<file path="src/rtl/cpu_pkg.sv">
// Shared CPU types and constants for the memory stage.
package cpu_pkg;

  localparam int unsigned DATA_W = 16;
  localparam int unsigned REG_AW = 4;

  typedef enum logic [1:0] {
    StIdle,
    StWait,
    StDone
  } mem_state_t;

  typedef struct packed {
    logic              we;
    logic [REG_AW-1:0] dst_addr;
    logic [DATA_W-1:0] dst_data;
    logic              hlt;
  } wb_bundle_t;

  localparam wb_bundle_t WB_BUBBLE = '{we: 1'b0, dst_addr: '0, dst_data: '0, hlt: 1'b0};

endpackage

</file>
<file path="src/rtl/mem_timeout_ctr.sv">
// WAIT-state cycle counter; expire flags the Limit-th enabled cycle since the last load.
module mem_timeout_ctr #(
  parameter int unsigned Limit = 64
) (
  input  logic clk,
  input  logic rst,
  input  logic load,
  input  logic enable,
  output logic expire
);

  localparam int unsigned CntW = $clog2(Limit + 1);

  logic [CntW-1:0] cnt_d, cnt_q;

  always_comb begin
    cnt_d = cnt_q;
    if (load) begin
      cnt_d = '0;
    end else if (enable) begin
      cnt_d = cnt_q + CntW'(1);
    end
  end

  assign expire = enable && (cnt_q == CntW'(Limit - 1));

  always_ff @(posedge clk or posedge rst) begin
    if (rst) begin
      cnt_q <= '0;
    end else begin
      cnt_q <= cnt_d;
    end
  end

endmodule

</file>
<file path="src/rtl/mem_access_ctrl.sv">
// Memory-stage access controller: one outstanding data-memory request, upstream stall, WB bundle.
// Optional access timeout is enabled by defining MEM_TIMEOUT_EN.
module mem_access_ctrl #(
  parameter int unsigned DATA_W         = cpu_pkg::DATA_W,
  parameter int unsigned REG_AW         = cpu_pkg::REG_AW,
  parameter int unsigned TIMEOUT_CYCLES = 64
) (
  input  logic              clk,
  input  logic              rst,
  input  logic              mem_re,
  input  logic              mem_we,
  input  logic [DATA_W-1:0] alu_result,
  input  logic [DATA_W-1:0] store_data,
  input  logic              we_in,
  input  logic [REG_AW-1:0] dst_addr_in,
  input  logic              hlt_in,
  input  logic              flush_mem,
  output logic              dm_req,
  output logic              dm_wr,
  output logic [DATA_W-1:0] dm_addr,
  output logic [DATA_W-1:0] dm_wdata,
  input  logic              dm_ack,
  input  logic [DATA_W-1:0] dm_rdata,
  output logic              we_out,
  output logic [REG_AW-1:0] dst_addr_out,
  output logic [DATA_W-1:0] dst_data_out,
  output logic              hlt_out,
  output logic              stall_mem,
  output logic              mem_err
);

  import cpu_pkg::*;

  mem_state_t        state_d, state_q;
  logic              dm_req_d, dm_req_q;
  logic              dm_wr_d, dm_wr_q;
  logic [DATA_W-1:0] dm_addr_d, dm_addr_q;
  logic [DATA_W-1:0] dm_wdata_d, dm_wdata_q;
  logic [DATA_W-1:0] rdata_d, rdata_q;
  logic              flushed_d, flushed_q;
  logic              start;
  logic              done_halt;

  assign start = (state_q == StIdle) && (mem_re || mem_we) && !flush_mem;

`ifdef MEM_TIMEOUT_EN
  logic tmo_expire;
  logic timed_out_d, timed_out_q;
  logic mem_err_d, mem_err_q;

  mem_timeout_ctr #(
    .Limit(TIMEOUT_CYCLES)
  ) u_tmo (
    .clk   (clk),
    .rst   (rst),
    .load  (start),
    .enable(state_q == StWait),
    .expire(tmo_expire)
  );

  always_ff @(posedge clk or posedge rst) begin
    if (rst) begin
      timed_out_q <= 1'b0;
      mem_err_q   <= 1'b0;
    end else begin
      timed_out_q <= timed_out_d;
      mem_err_q   <= mem_err_d;
    end
  end

  assign mem_err   = mem_err_q;
  assign done_halt = timed_out_q;
`else
  assign mem_err   = 1'b0;
  assign done_halt = 1'b0;
`endif

  always_comb begin
    state_d    = state_q;
    dm_req_d   = dm_req_q;
    dm_wr_d    = dm_wr_q;
    dm_addr_d  = dm_addr_q;
    dm_wdata_d = dm_wdata_q;
    rdata_d    = rdata_q;
    flushed_d  = flushed_q;
`ifdef MEM_TIMEOUT_EN
    timed_out_d = timed_out_q;
    mem_err_d   = mem_err_q;
`endif
    stall_mem    = 1'b0;
    we_out       = WB_BUBBLE.we;
    hlt_out      = WB_BUBBLE.hlt;
    dst_addr_out = REG_AW'(WB_BUBBLE.dst_addr);
    dst_data_out = DATA_W'(WB_BUBBLE.dst_data);

    unique case (state_q)
      StIdle: begin
        if (start) begin
          dm_req_d   = 1'b1;
          dm_wr_d    = mem_we;
          dm_addr_d  = alu_result;
          dm_wdata_d = store_data;
          state_d    = StWait;
          stall_mem  = 1'b1;
        end else begin
          we_out       = we_in && !flush_mem;
          hlt_out      = hlt_in && !flush_mem;
          dst_addr_out = dst_addr_in;
          dst_data_out = alu_result;
        end
      end
      StWait: begin
        stall_mem = 1'b1;
        // The request cannot be withdrawn, so a flush is only remembered.
        if (flush_mem) begin
          flushed_d = 1'b1;
        end
        if (dm_ack) begin
          dm_req_d = 1'b0;
          if (!dm_wr_q) begin
            rdata_d = dm_rdata;
          end
          state_d = StDone;
        end
`ifdef MEM_TIMEOUT_EN
        else if (tmo_expire) begin
          dm_req_d    = 1'b0;
          mem_err_d   = 1'b1;
          timed_out_d = 1'b1;
          state_d     = StDone;
        end
`endif
      end
      StDone: begin
        state_d   = StIdle;
        flushed_d = 1'b0;
`ifdef MEM_TIMEOUT_EN
        timed_out_d = 1'b0;
`endif
        if (done_halt) begin
          hlt_out = 1'b1;
        end else if (!(flushed_q || flush_mem)) begin
          we_out       = we_in;
          hlt_out      = hlt_in;
          dst_addr_out = dst_addr_in;
          dst_data_out = dm_wr_q ? alu_result : rdata_q;
        end
      end
      default: state_d = StIdle;
    endcase
  end

  always_ff @(posedge clk or posedge rst) begin
    if (rst) begin
      state_q    <= StIdle;
      dm_req_q   <= 1'b0;
      dm_wr_q    <= 1'b0;
      dm_addr_q  <= '0;
      dm_wdata_q <= '0;
      rdata_q    <= '0;
      flushed_q  <= 1'b0;
    end else begin
      state_q    <= state_d;
      dm_req_q   <= dm_req_d;
      dm_wr_q    <= dm_wr_d;
      dm_addr_q  <= dm_addr_d;
      dm_wdata_q <= dm_wdata_d;
      rdata_q    <= rdata_d;
      flushed_q  <= flushed_d;
    end
  end

  assign dm_req   = dm_req_q;
  assign dm_wr    = dm_wr_q;
  assign dm_addr  = dm_addr_q;
  assign dm_wdata = dm_wdata_q;

endmodule
</file>
<file path="config.mk">
export PLATFORM = sky130hd
export DESIGN_NAME = mem_access_ctrl
export DESIGN_NICKNAME = d
export VERILOG_FILES = /design/src/rtl/cpu_pkg.sv /design/src/rtl/mem_timeout_ctr.sv /design/src/rtl/mem_access_ctrl.sv
export SDC_FILE = /design/constraint.sdc
export NUM_CORES = 1
export LEC_CHECK = 0
export CELL_PAD_IN_SITES_DETAIL_PLACEMENT = 0
export CELL_PAD_IN_SITES_GLOBAL_PLACEMENT = 1
export CORE_MARGIN = 2
export CORE_UTILIZATION = 33
export CTS_BUF_LIST = sky130_fd_sc_hd__clkbuf_16
export CTS_CLUSTER_SIZE = 10
export DETAILED_ROUTE_END_ITERATION = 10
export HOLD_SLACK_MARGIN = 0.06
export PLACE_DENSITY = 0.83
export SETUP_SLACK_MARGIN = 0.3
export SYNTH_ARGS = -nofsm -noshare
export SYNTH_HDL_FRONTEND = slang
export SYNTH_HIERARCHICAL = 1
export SYNTH_SLANG_ARGS = --single-unit
</file>
<file path="constraint.sdc">
create_clock -name clk -period 2.9 [get_ports clk]
set_input_delay 0.58 -clock clk [delete_from_list [all_inputs] [get_ports clk]]
set_output_delay 0.58 -clock clk [all_outputs]
set_load 0.01 [all_outputs]
</file>
==> impl_metrics.toml, run 1 <==
[worst_setup_path]
worstPathRequired_ns = 2.32
critPathArrivalTime_ns = 1.96
crit_path_frequent_cell = "buf_4"
end_kind = "output port"
cp_slowest_cell = "or3_4"
critical_path_peak_fanout = 3
crit_buf_inv = 4
crit_path_start_kind = "primary input"
critical_path.top_delay_family = "buffers and inverters"
critical_path.max_stage_delay_ns = 0.40
path_cells = "dlygate4sd2_1, or3_4, a211oi_2, buf_4, buf_4, and2_1, buf_2"
rrSetupSlack_ns = 1.10
criticalPathCategory = "primary input to output port"
startpoint = "mem_we"
rr_startpoint = "state_q[0]"

[synthesis]
synth_top_area_share_pct = 57.8
synth.distinct_cells = 26
synth_compound_area_share_pct = 10.1
synthMuxAreaShare_pct = 24.1
postSynth.asyncResetShare_pct = 100
syn-num-nets = 217
yosysMostFrequentCell = "dfrtp_1"
synth_seq_cells = 53
synth-adder-area-share_pct = 0
synth_top_family_by_area = "multiplexers"
avgSynthCellArea_um2 = 14.6
synth_warnings = 6
syn-instance-count = 157
synth_edf_count = 0
synth_commonest_cells = "53 x dfrtp_1, 49 x mux2_2, 8 x a22o_1, 8 x a22o_2, 6 x buf_2"
synth_top_area_cell = "dfrtp_1"
netlist_area_um2 = 2290
synth_xor_xnor_area_share_pct = 0
dominantRegCellSynth = "dfrtp_1"
synthSimpleGateAreaFrac_pct = 4.91
ys_seq_area_share_pct = 57.8
synth_top_cells_by_area = "dfrtp_1 58%, mux2_2 24%, a22o_2 3.5%, a22o_1 3.1%, buf_2 1.3%"

[clocking]
cts_tree = "yes"
cts_sinks = 53
htreeDepth = 2
clock_latency_ns = 0.28
numCtsBuffers = 5
ctsHoldBuffers = 0
cts.clk_slew.worst_paths_ns = 0.06
cts_root_buf = "clkbuf_16"
clockBufferDepth = 2

[global_routing]
grt_use_met2_pct = 26.0
use_met3_pct = 4.64
grt_pass1_wl_um = 9370
top_usage_layer = "met2"
grt_util_met1_pct = 20.5
antenna_found_initial = 0
grt_overflow = 0
grt_pass1_vias = 1889
grt_max_degree = 54
grt_use_total_pct = 15.8

[cells_and_area]
final_util_pct = 56.8
n_fill_cell = 606
drive_gt1_share_pct = 38.1
nNetsFinal = 354
n_antenna_cell = 0
areaGrowthSynthToFinish_pct = 67.2

[detailed_routing]
wl_per_cell_um = 15.6
antenna_left = 0
drt-initial-drc-count = 52
firstDrtPassIters = 4
drc_errors = 0
vias = 1798
finalWirelength_um = 5840
viasPerCell = 4.81

[sta]
finalSetupTns_ns = 0
hold_viol = 0
slew_violations = 0
max_freq_mhz = 393
period_minus_slack_ns = 2.54
setup_violations = 0
hold_slack_ns = 0.501
min_period_over_period_pct = 87.6
fin_skew_ns = 0.00457
setup_ws_ns = 0.358
rsz0062_at_grt = "yes"

[place]
place_ws_ns = -0.270
portBuffers = 116
dpl.hpwl_um = 4250
gp_congestion = 0.679

[power_and_ir_drop]
p_switching_mw = 0.832
clkPwrFrac_pct = 19.2
seq_power_share_pct = 40.6
powerDensity_nw_per_um2 = 767
peakVddDrop_v = 0.000422
p_comb_share_pct = 40.2
p_leak_nw = 1.68
p_int_mw = 2.11
swShare_pct = 28.3

[floorplan]
rows = 30
die-area_um2 = 7630
die_x_um = 87.4
io_pins = 118
dieHeight_um = 87.4
initial_core_util_pct = 33.9
coreArea_um2 = 6760

[hold_path]
hp-class = "flip-flop to flip-flop"
holdCritStartpoint = "dm_req"

[run_status]
status = "finished clean"

[flow_run]
max_cap_viol_count = 0
[logic make-up after synthesis]
logic type | Yosys count
muxes | 49
AOI/OAI and AO/OA | 25
DFF | 53
other | 1
and+or+nand+nor | 16
buffers and inverters | 13
[metrics by stage]
stage | cells | power, mW | instance area, µm²
CTS | 373 | 2.98 | 3800
global placement | 360 | 2.35 | 3650
global route | 374 | 3.12 | 3830
finish | 374 | 2.94 | 3830
detailed placement | 360 | 2.38 | 3650
floorplan | 157 | 1.72 | 2290
[cell usage in the layout, fill, tap and decap left out, types with 5 or more instances in the layout]
| cell | netlist | final |
|---|---|---|
| clkdlybuf4s50_1 | 0 | 91 |
| dfrtp_1 | 53 | 53 |
| mux2_2 | 49 | 49 |
| buf_2 | 6 | 14 |
| buf_4 | 1 | 13 |
| buf_6 | 1 | 10 |
| a22o_1 | 8 | 8 |
| a22o_2 | 8 | 7 |
| dlygate4sd2_1 | 0 | 7 |
| clkbuf_16 | 0 | 5 |
[sequential cells by signal, summed over array words and instances (netlist names)]
register   cells
dm_wr          1
dm_wdata      16
dm_addr       16
rdata_q       16
state_q        2
flushed_q      1
dm_req         1
[power by group through the flow]
stage               Clock [mW]  Sequential, mW  Combinational, mW
finish                   0.564            1.19               1.18
global route             0.613            1.24               1.27
CTS                      0.586            1.20               1.19
detailed placement           0            1.21               1.17
global placement             0            1.20               1.15
floorplan                    0            1.26              0.453
[worst paths after layout]
| kind | to | cells after the start |
|---|---|---|
| setup / recovery | we_out | 7 |
| hold / removal | dm_req | 2 |
| setup reg to reg | rdata_q[12] | 5 |
| hold reg to reg | dm_req | 2 |
| max in group asynchronous | rdata_q[7] | 3 |
| min in group asynchronous | dm_addr[0] | 3 |
[worst min-delay path, cell delays in order (launching register included)]
cell and delay [ns]:
dfrtp_1 0.36, nand2_1 0.05, nand2_1 0.05
[metal layers]
| metal | share of wire (%) | wire, µm |
|---|---|---|
| met1 | 43 | 2530 |
| met2 | 49 | 2860 |
| met3 | 7.1 | 416 |
| met4 | 0.56 | 33 |
| met5 | 0 | 0 |
[what timing repair did]
item	in CTS	in global routing
buffers inserted	5	1
setup endpoints to repair	23	18
pin swaps	4	3
gates cloned	1	0
resized for setup	87	7
[layout make-up]
type | instances | area, µm² | share of cell area (%)
clock inverters | 2 | 11.3 | 0.294
inverters | 5 | 18.8 | 0.489
repair buffers | 138 | 1320 | 34.4
clock buffers | 5 | 125 | 3.26
well taps | 80 | 100 | 2.61
flip-flops and latches | 53 | 1330 | 34.6
multi-input cells | 91 | 933 | 24.3
No activity file was read; power rests on OpenSTA's default activity.
==> inputs of run 2 (changes only) <==
--- a/config.mk
+++ b/config.mk
@@ -14,6 +14,7 @@
 export DETAILED_ROUTE_END_ITERATION = 10
 export HOLD_SLACK_MARGIN = 0.06
 export PLACE_DENSITY = 0.83
+export RECOVER_POWER = 50
 export SETUP_SLACK_MARGIN = 0.3
 export SYNTH_ARGS = -nofsm -noshare
 export SYNTH_HDL_FRONTEND = slang
==> run 2 against run 1 <==
- via count decreased by 0.39%
- non-clock buffer count unchanged
- final cell count unchanged
- sequential power about the same
==> impl_metrics.toml, run 2 (synthesis results as in run 1) <==
[run_status]
status = "finished clean"

[floorplan]
initial_core_util_pct = 33.9
die-area_um2 = 7630
coreArea_um2 = 6760
io_pins = 118
rows = 30
dieHeight_um = 87.4
die_x_um = 87.4

[clocking]
ctsHoldBuffers = 0
cts_sinks = 53
clockBufferDepth = 2
htreeDepth = 2
numCtsBuffers = 5
cts_tree = "yes"
clock_latency_ns = 0.28
cts_root_buf = "clkbuf_16"
cts.clk_slew.worst_paths_ns = 0.07

[cells_and_area]
final_cell_mix = "87 x clkdlybuf4s50_1, 53 x dfrtp_1, 49 x mux2_2"
mostFrequentLayoutCell = "clkdlybuf4s50_1"
final_util_pct = 56.4
n_antenna_cell = 0
n_fill_cell = 610
areaGrowthSynthToFinish_pct = 66.1
nNetsFinal = 354
drive_gt1_share_pct = 36.7

[power_and_ir_drop]
swShare_pct = 28.4
p_switching_mw = 0.831
peakVddDrop_v = 0.000423
p_leak_nw = 1.66
seq_power_share_pct = 40.7
p_comb_share_pct = 40.0
clkPwrFrac_pct = 19.2
p_int_mw = 2.10
powerDensity_nw_per_um2 = 769

[hold_path]
hold_depth = 1
hp-class = "flip-flop to flip-flop"

[sta]
setup_violations = 0
hold_viol = 0
max_slew.worst_pin.slew_ns = 1.42
fin_skew_ns = 0.00388
period_minus_slack_ns = 2.56
max_freq_mhz = 391
slew_headroom_pct = 5.16
setup_ws_ns = 0.340
slew_violations = 0
min_period_over_period_pct = 88.3
rsz0062_at_grt = "yes"

[place]
gp_congestion = 0.679
dpl.hpwl_um = 4250
place_ws_ns = -0.270
portBuffers = 116

[detailed_routing]
drc_errors = 0
finalWirelength_um = 5850
drt-initial-drc-count = 44
vias = 1791
firstDrtPassIters = 4
viasPerCell = 4.79
wl_per_cell_um = 15.6
antenna_left = 0

[worst_setup_path]
critPathArrivalTime_ns = 1.98
crit_path_start_kind = "flip-flop"
cp_slowest_cell = "or3_4"
worstPathRequired_ns = 2.32
path_cells = "clkbuf_1, or3_4, a211oi_2, buf_4, buf_4, and2_1, buf_2"
end_kind = "output port"
crit_path_frequent_cell = "buf_4"
critical_path_peak_fanout = 6
r2r_cells = 5
criticalPathCategory = "flip-flop to output port"
critical_path.max_stage_delay_ns = 0.40

[global_routing]
antenna_found_initial = 0
grt_max_degree = 54
grt_pass1_vias = 1889
grt_overflow = 0
grt_use_total_pct = 15.8
grt_pass1_wl_um = 9370

[flow_run]
max_cap_viol_count = 0
[run 2: cell count changes in the layout (fill, tap and decap cells not counted)]
cell / before / now
clkdlybuf4s50_1: 91 / 87
dlygate4sd3_1: 0 / 4
buf_4: 13 / 10
clkbuf_1: 0 / 3
buf_12: 2 / 1
clkbuf_2: 0 / 1
clkinv_1: 1 / 2
inv_2: 1 / 0
[run 2: repair_timing]
action | 4_1_cts | 5_1_grt
pin swaps | 4 | 3
gates resized for setup | 87 | 7
cloned | 1 | 0
endpoints found under the setup margin | 23 | 18
buffers inserted | 5 | 1
[run 2: path summary, 6_finish.rpt]
kind                            startpoint          end  slack, ns
worst max-delay path            state_q[1]       we_out       0.34
worst min-delay path            dm_addr[2]   dm_addr[2]       0.50
worst max register to register  state_q[1]  dm_addr[15]       0.41
worst min register to register  dm_addr[2]   dm_addr[2]       0.50
max in group asynchronous              rst   dm_addr[9]       0.95
min in group asynchronous              rst   dm_addr[0]       1.16
[run 2: per-stage QoR]
stage	hold WS, ns	instance area [µm²]	setup TNS (ns)	total power [mW]	std cells
4_1_cts	0.504	3800	0	2.98	373
2_1_floorplan	0.481	2290	0	1.72	157
3_3_place_gp	0.487	3650	-4.39	2.35	360
3_5_place_dp	0.488	3650	-4.65	2.38	360
6_report	0.500	3810	0	2.93	374
5_1_grt	0.514	3810	0	3.11	374
[run 2: power by group through the flow]
| stage | sequential (mW) | clock (mW) | combinational (mW) |
|---|---|---|---|
| 2_1_floorplan | 1.26 | 0 | 0.453 |
| 3_3_place_gp | 1.20 | 0 | 1.15 |
| 3_5_place_dp | 1.21 | 0 | 1.17 |
| 4_1_cts | 1.20 | 0.586 | 1.19 |
| 5_1_grt | 1.24 | 0.613 | 1.26 |
| 6_report | 1.19 | 0.563 | 1.17 |
[run 2: critical path: cells and delay by family, from the launching register on]
family | cells | cell delay, ns
AND/OR/NAND/NOR | 2 | 0.50
flip-flops | 1 | 0.39
buffers and inverters | 4 | 0.54
AO/OA/AOI/OAI | 1 | 0.26
[run 2: final cells by class]
| cell class | instances | area [µm²] | area share [%] |
|---|---|---|---|
| clock inverters | 2 | 11.3 | 0.296 |
| multi-input cells | 91 | 933 | 24.5 |
| well taps | 80 | 100 | 2.63 |
| inverters | 5 | 18.8 | 0.493 |
| flip-flops and latches | 53 | 1330 | 34.8 |
| clock buffers | 5 | 125 | 3.29 |
| repair buffers | 138 | 1290 | 34.0 |
[run 2: routing by layer]
layer | vias to the layer above | GRT usage [%] | wire length, µm
met4 | 0 | 3.78 | 33
li1 | 840 | - | -
met3 | 4 | 4.64 | 416
met1 | 883 | 20.5 | 2480
met2 | 64 | 26.0 | 2920
met5 | - | 0 | 0
